$ cat src/rtl/ej1_input_cond_if.sv
// Signal bundle between the raw switch inputs, the conditioner and its consumers.
// master drives the raw levels and observes the cleaned outputs; slave is the conditioner.
interface ej1_input_cond_if;
    logic i_raw;
    logic s_raw;
    logic I;
    logic S;
    logic i_rise;
    logic i_fall;
    logic s_rise;
    logic s_fall;

    modport master (
        output i_raw, s_raw,
        input  I, S, i_rise, i_fall, s_rise, s_fall
    );

    modport slave (
        input  i_raw, s_raw,
        output I, S, i_rise, i_fall, s_rise, s_fall
    );
endinterface

$ cat src/rtl/ej1_input_cond.sv
// Input conditioner for the ej1 I/S inputs: 2-FF synchroniser, per-channel debounce FSM,
// registered clean levels and one-cycle rise/fall pulses.
module ej1_input_cond #(
    parameter int unsigned DB_CYCLES = 4,
    parameter int unsigned CNT_W     = 8
) (
    input  logic           clk,
    input  logic           rst_n,
    ej1_input_cond_if.slave bus
);

    typedef enum logic [1:0] {StStableLo, StWaitHi, StStableHi, StWaitLo} state_e;

    localparam logic [CNT_W-1:0] CntLast = CNT_W'(DB_CYCLES - 1);
    localparam logic [CNT_W-1:0] CntOne  = CNT_W'(1);

    logic [1:0] raw;
    logic [1:0] out_w;
    logic [1:0] rise_w;
    logic [1:0] fall_w;

    // Channel 0 is I, channel 1 is S.
    assign raw        = {bus.s_raw, bus.i_raw};
    assign bus.I      = out_w[0];
    assign bus.S      = out_w[1];
    assign bus.i_rise = rise_w[0];
    assign bus.i_fall = fall_w[0];
    assign bus.s_rise = rise_w[1];
    assign bus.s_fall = fall_w[1];

    for (genvar ch = 0; ch < 2; ch++) begin : g_ch
        logic             sync1_q;
        logic             sync2_q;
        state_e           state_q;
        logic [CNT_W-1:0] cnt_q;
        logic             out_q;
        logic             rise_q;
        logic             fall_q;

        always_ff @(posedge clk or negedge rst_n) begin
            if (!rst_n) begin
                sync1_q <= 1'b0;
                sync2_q <= 1'b0;
                state_q <= StStableLo;
                cnt_q   <= '0;
                out_q   <= 1'b0;
                rise_q  <= 1'b0;
                fall_q  <= 1'b0;
            end else begin
                sync1_q <= raw[ch];
                sync2_q <= sync1_q;
                rise_q  <= 1'b0;
                fall_q  <= 1'b0;
                unique case (state_q)
                    StStableLo: begin
                        if (sync2_q) begin
                            state_q <= StWaitHi;
                            cnt_q   <= CntOne;
                        end else begin
                            cnt_q <= '0;
                        end
                    end
                    StWaitHi: begin
                        if (!sync2_q) begin
                            state_q <= StStableLo;
                            cnt_q   <= '0;
                        end else if (cnt_q == CntLast) begin
                            state_q <= StStableHi;
                            cnt_q   <= '0;
                            out_q   <= 1'b1;
                            rise_q  <= 1'b1;
                        end else begin
                            cnt_q <= cnt_q + CntOne;
                        end
                    end
                    StStableHi: begin
                        if (!sync2_q) begin
                            state_q <= StWaitLo;
                            cnt_q   <= CntOne;
                        end else begin
                            cnt_q <= '0;
                        end
                    end
                    StWaitLo: begin
                        if (sync2_q) begin
                            state_q <= StStableHi;
                            cnt_q   <= '0;
                        end else if (cnt_q == CntLast) begin
                            state_q <= StStableLo;
                            cnt_q   <= '0;
                            out_q   <= 1'b0;
                            fall_q  <= 1'b1;
                        end else begin
                            cnt_q <= cnt_q + CntOne;
                        end
                    end
                    default: begin
                        state_q <= StStableLo;
                        cnt_q   <= '0;
                    end
                endcase
            end
        end

        assign out_w[ch]  = out_q;
        assign rise_w[ch] = rise_q;
        assign fall_w[ch] = fall_q;
    end

endmodule

$ cat src/flat_wrapper.sv
// flat-port wrapper written by rule: the top's interface ports become plain ports
module ej1_input_cond_flat 
#(
    parameter int unsigned DB_CYCLES = 4,
    parameter int unsigned CNT_W     = 8
)
  (clk, rst_n, bus_i_raw, bus_s_raw, bus_I, bus_S, bus_i_rise, bus_i_fall, bus_s_rise, bus_s_fall);
  ej1_input_cond_if bus_i ();
  input  logic clk;
  input  logic rst_n;
  input wire logic [$bits(bus_i.i_raw)-1:0] bus_i_raw;
  input wire logic [$bits(bus_i.s_raw)-1:0] bus_s_raw;
  output wire logic [$bits(bus_i.I)-1:0] bus_I;
  output wire logic [$bits(bus_i.S)-1:0] bus_S;
  output wire logic [$bits(bus_i.i_rise)-1:0] bus_i_rise;
  output wire logic [$bits(bus_i.i_fall)-1:0] bus_i_fall;
  output wire logic [$bits(bus_i.s_rise)-1:0] bus_s_rise;
  output wire logic [$bits(bus_i.s_fall)-1:0] bus_s_fall;
  assign bus_i.i_raw = bus_i_raw;
  assign bus_i.s_raw = bus_s_raw;
  assign bus_I = bus_i.I;
  assign bus_S = bus_i.S;
  assign bus_i_rise = bus_i.i_rise;
  assign bus_i_fall = bus_i.i_fall;
  assign bus_s_rise = bus_i.s_rise;
  assign bus_s_fall = bus_i.s_fall;
  ej1_input_cond #(.DB_CYCLES(DB_CYCLES), .CNT_W(CNT_W)) u_core (.clk(clk), .rst_n(rst_n), .bus(bus_i));
endmodule
$ cat config.mk
export PLATFORM = sky130hd
export DESIGN_NAME = ej1_input_cond_flat
export DESIGN_NICKNAME = d
export VERILOG_FILES = /design/src/rtl/ej1_input_cond_if.sv /design/src/rtl/ej1_input_cond.sv /design/src/flat_wrapper.sv
export SDC_FILE = /design/constraint.sdc
export NUM_CORES = 1
export LEC_CHECK = 0
export BUFFER_PORTS_ARGS = -buffer_cell sky130_fd_sc_hd__buf_2
export CAP_MARGIN = 30
export CORE_ASPECT_RATIO = 2
export CORE_MARGIN = 2
export CORE_UTILIZATION = 30
export DETAILED_ROUTE_END_ITERATION = 8
export PLACE_DENSITY_LB_ADDON = 0.15
export SLEW_MARGIN = 10
export SYNTH_ARGS = -nofsm -noshare
export SYNTH_HDL_FRONTEND = slang
export SYNTH_SLANG_ARGS = --single-unit
$ cat constraint.sdc
create_clock -name clk -period 2.1 [get_ports clk]
set_input_delay 0.21 -clock clk [delete_from_list [all_inputs] [get_ports clk]]
set_output_delay 0.21 -clock clk [all_outputs]
set_load 0.005 [all_outputs]
==> metrics <==
required time of the critical path=2.27 ns; FF+latch count, synth=30; CP peak stage delay=0.51 ns; full die area=4859 um^2; pwr/cell area=1033 nW/um^2; Placer Congestion=0.7335; fraction of layout cells with a size suffix above 1=0.1654; post-route total power=1.555 mW; syn nets=121; Layout area overhead=17.02%; clk root buf=clkbuf_8; WS Path Type=reg2reg; fin crit share=0.8838; largest net degree at the start of global routing=31; DR DRC count=0; worst path cell trace=ha_1 > or4bb_1 > or2_2 > a211o_1; CORE AREA=4129 um^2; status=finished clean; # setup viols final=0; DIE HEIGHT=96.60 um; Slew Limit Fails=0; Max Buffers Root-to-Sink=2; CTS tree=done; WL per Instance=12.90 um; number of global-route vias before repair=982; port bufs=9; TNS Setup=0 ns; leakage power=0.6641 nW; CP Max Fanout=4; met1 WL=873 um; Yosys top cell area share=0.5837; first-pass iteration count of the detailed router=2; crit path DAT=2.03 ns; slowest CP cell=or4bb_1; Max Cap Violations=0; clk_skew=0.003905 ns; Num Clock Sinks=30; initial antenna violation count=0; grt ovf=0; worst vdd ir=0.5095 mV; setup repair bufs after CTS=0; n_diodes=0; sequential area share after synthesis=0.5837; vias per inst=4.838; routed wl met2=1382 um; Mapped Area=1286 um^2; HPWL Detailed=1757 um; FP Rows=33; Worst-path clk slew=0.06 ns; Starting Density=0.3115; Yosys warning count=0; CP endpoint kind=register; reg2reg path depth=4; WL final=2386 um; Cells after Synth=114; final core area utilization=0.3645; Worst Path Buf+Inv=0; unique cell type count in the Yosys netlist=33; Min Hold Slack=0.03279 ns; Min-Delay Path Class=in2reg; Max Clk Rate=538.8 MHz; Die W=50.30 um; Levels on crit path=4; GRT Resource Usage Total=0.1173; post-synth top area cell=dfrtp_1; htree depth=2; Detail Route Antenna Nets=0; uppermost layer routed=met4; synth top area cells=dfrtp_1 58%, xor2_1 4.1%, o21ai_0 3.1%, ha_1 2.9%, or3_1 2.9%; syn_area_per_cell=11.28 um^2; Worst-Margin Slew=0.6601 ns; TritonCTS Buffers=5; first-pass GRT wire length=4209 um; Initial DRC Count=10; io pins=10; final hold viol count=0; clk_lat worst skew=0.28 ns; Period minus WS final=1.856 ns; RSZ-0062 raised after global routing=false; Hold Path Depth=1; fin nets=139; crit-path leading delay family=simple AND/OR/NAND/NOR gates; startpoint class of the critical path=register; relative max-transition margin=0.5599; routed length on met3=58 um; DR vias=895
-- Yosys cell counts --
cell type,number
dfrtp_1,30
nor2_1,8
o21ai_0,8
a21oi_1,6
inv_1,6
nand2_1,6
or3_1,6
xor2_1,6
nand3_1,5
a21boi_0,3
ha_1,3
and2_1,2
nand4_1,2
nor4_1,2
or4_4,2
xnor2_1,2
a211o_1,1
a21o_1,1
a2bb2oi_1,1
nand2b_1,1
nor3_1,1
nor3b_1,1
nor3b_2,1
o211ai_1,1
o21bai_1,1
o311ai_0,1
o31ai_1,1
o41ai_1,1
or2_2,1
or2b_1,1
or3b_2,1
or4_1,1
or4bb_1,1
-- metrics by stage --
step,std cells,setup WS (ns),cell area [um^2]
floorplan,114,0.3183,1286
global placement,176,0.2747,1404
detailed placement,176,0.2378,1404
CTS,185,0.2333,1505
global route,185,0.1195,1505
finish,185,0.2441,1505
-- where the power goes --
part | total (mW) | switching (mW) | internal, mW
registers | 0.753 | 0.0846 | 0.668
clock network | 0.479 | 0.215 | 0.264
logic | 0.323 | 0.173 | 0.150
-- layout by cell type (no fill, tap or decap), types with 2 or more instances in the layout --
cell,instances
a21boi_0,3
a21oi_1,6
and2_1,2
buf_2,9
clkbuf_8,6
dfrtp_1,30
ha_1,3
inv_1,6
nand2_1,6
nand3_1,5
nand4_1,2
nor2_1,8
nor4_1,2
o21ai_0,8
or3_1,6
or4_4,2
xnor2_1,2
xor2_1,6
-- logic make-up (layout without fill, tap and decap cells) --
| kind of cell | Yosys count | count (layout) | share of synthesized area |
|---|---|---|---|
| AO/OA/AOI/OAI | 25 | 25 | 0.1226 |
| XOR/XNOR | 8 | 8 | 0.05448 |
| adder cells (fa/ha/maj) | 3 | 3 | 0.02919 |
| buffers and inverters | 6 | 25 | 0.01751 |
| flip-flops | 30 | 30 | 0.5837 |
| AND/OR/NAND/NOR | 42 | 42 | 0.1926 |
-- area by class of cell --
class                      count  area, um^2
clock buffer                   7       86.33
clock inverter                 1       5.005
fill                         428        2624
inverter                       6       22.52
multi-input combinational     78       513.0
sequential                    30       750.7
tap                           52       65.06
timing repair buffer          11       62.56
-- final timing paths --
check	start	slack [ns]	end
worst min register to register	u_core.g_ch[1].sync1_q	0.34	u_core.g_ch[1].sync2_q
worst max-delay path	u_core.g_ch[0].cnt_q[0]	0.24	u_core.bus.I
min in group asynchronous	rst_n	0.50	u_core.bus.s_fall
worst max register to register	u_core.g_ch[0].cnt_q[0]	0.24	u_core.bus.I
max in group asynchronous	rst_n	1.18	u_core.g_ch[0].cnt_q[7]
worst min-delay path	bus_i_raw	0.03	u_core.g_ch[0].sync1_q
-- registers in the layout, summed over array words and instances, names as in the netlist, named ones only --
name                 cells
u_core.bus.I             1
u_core.bus.S             1
u_core.bus.i_fall        1
u_core.bus.i_rise        1
u_core.bus.s_fall        1
u_core.bus.s_rise        1
u_core.g_ch.cnt_q       16
u_core.g_ch.state_q      2
u_core.g_ch.sync1_q      2
u_core.g_ch.sync2_q      2
-- layer usage --
layer  vias to the layer above  GRT usage
met2                        13     0.2045
met4                         0    0.08732
met1                       433     0.1074
met5                         -          0
li1                        442          -
met3                         7    0.03704
-- timing repair --
| action | in CTS | in global routing |
|---|---|---|
| hold buffers | 1 | 0 |
| gates resized for setup | 0 | 0 |
| hold endpoints to repair | 30 | 0 |
No activity file was read; power rests on OpenSTA's default activity.
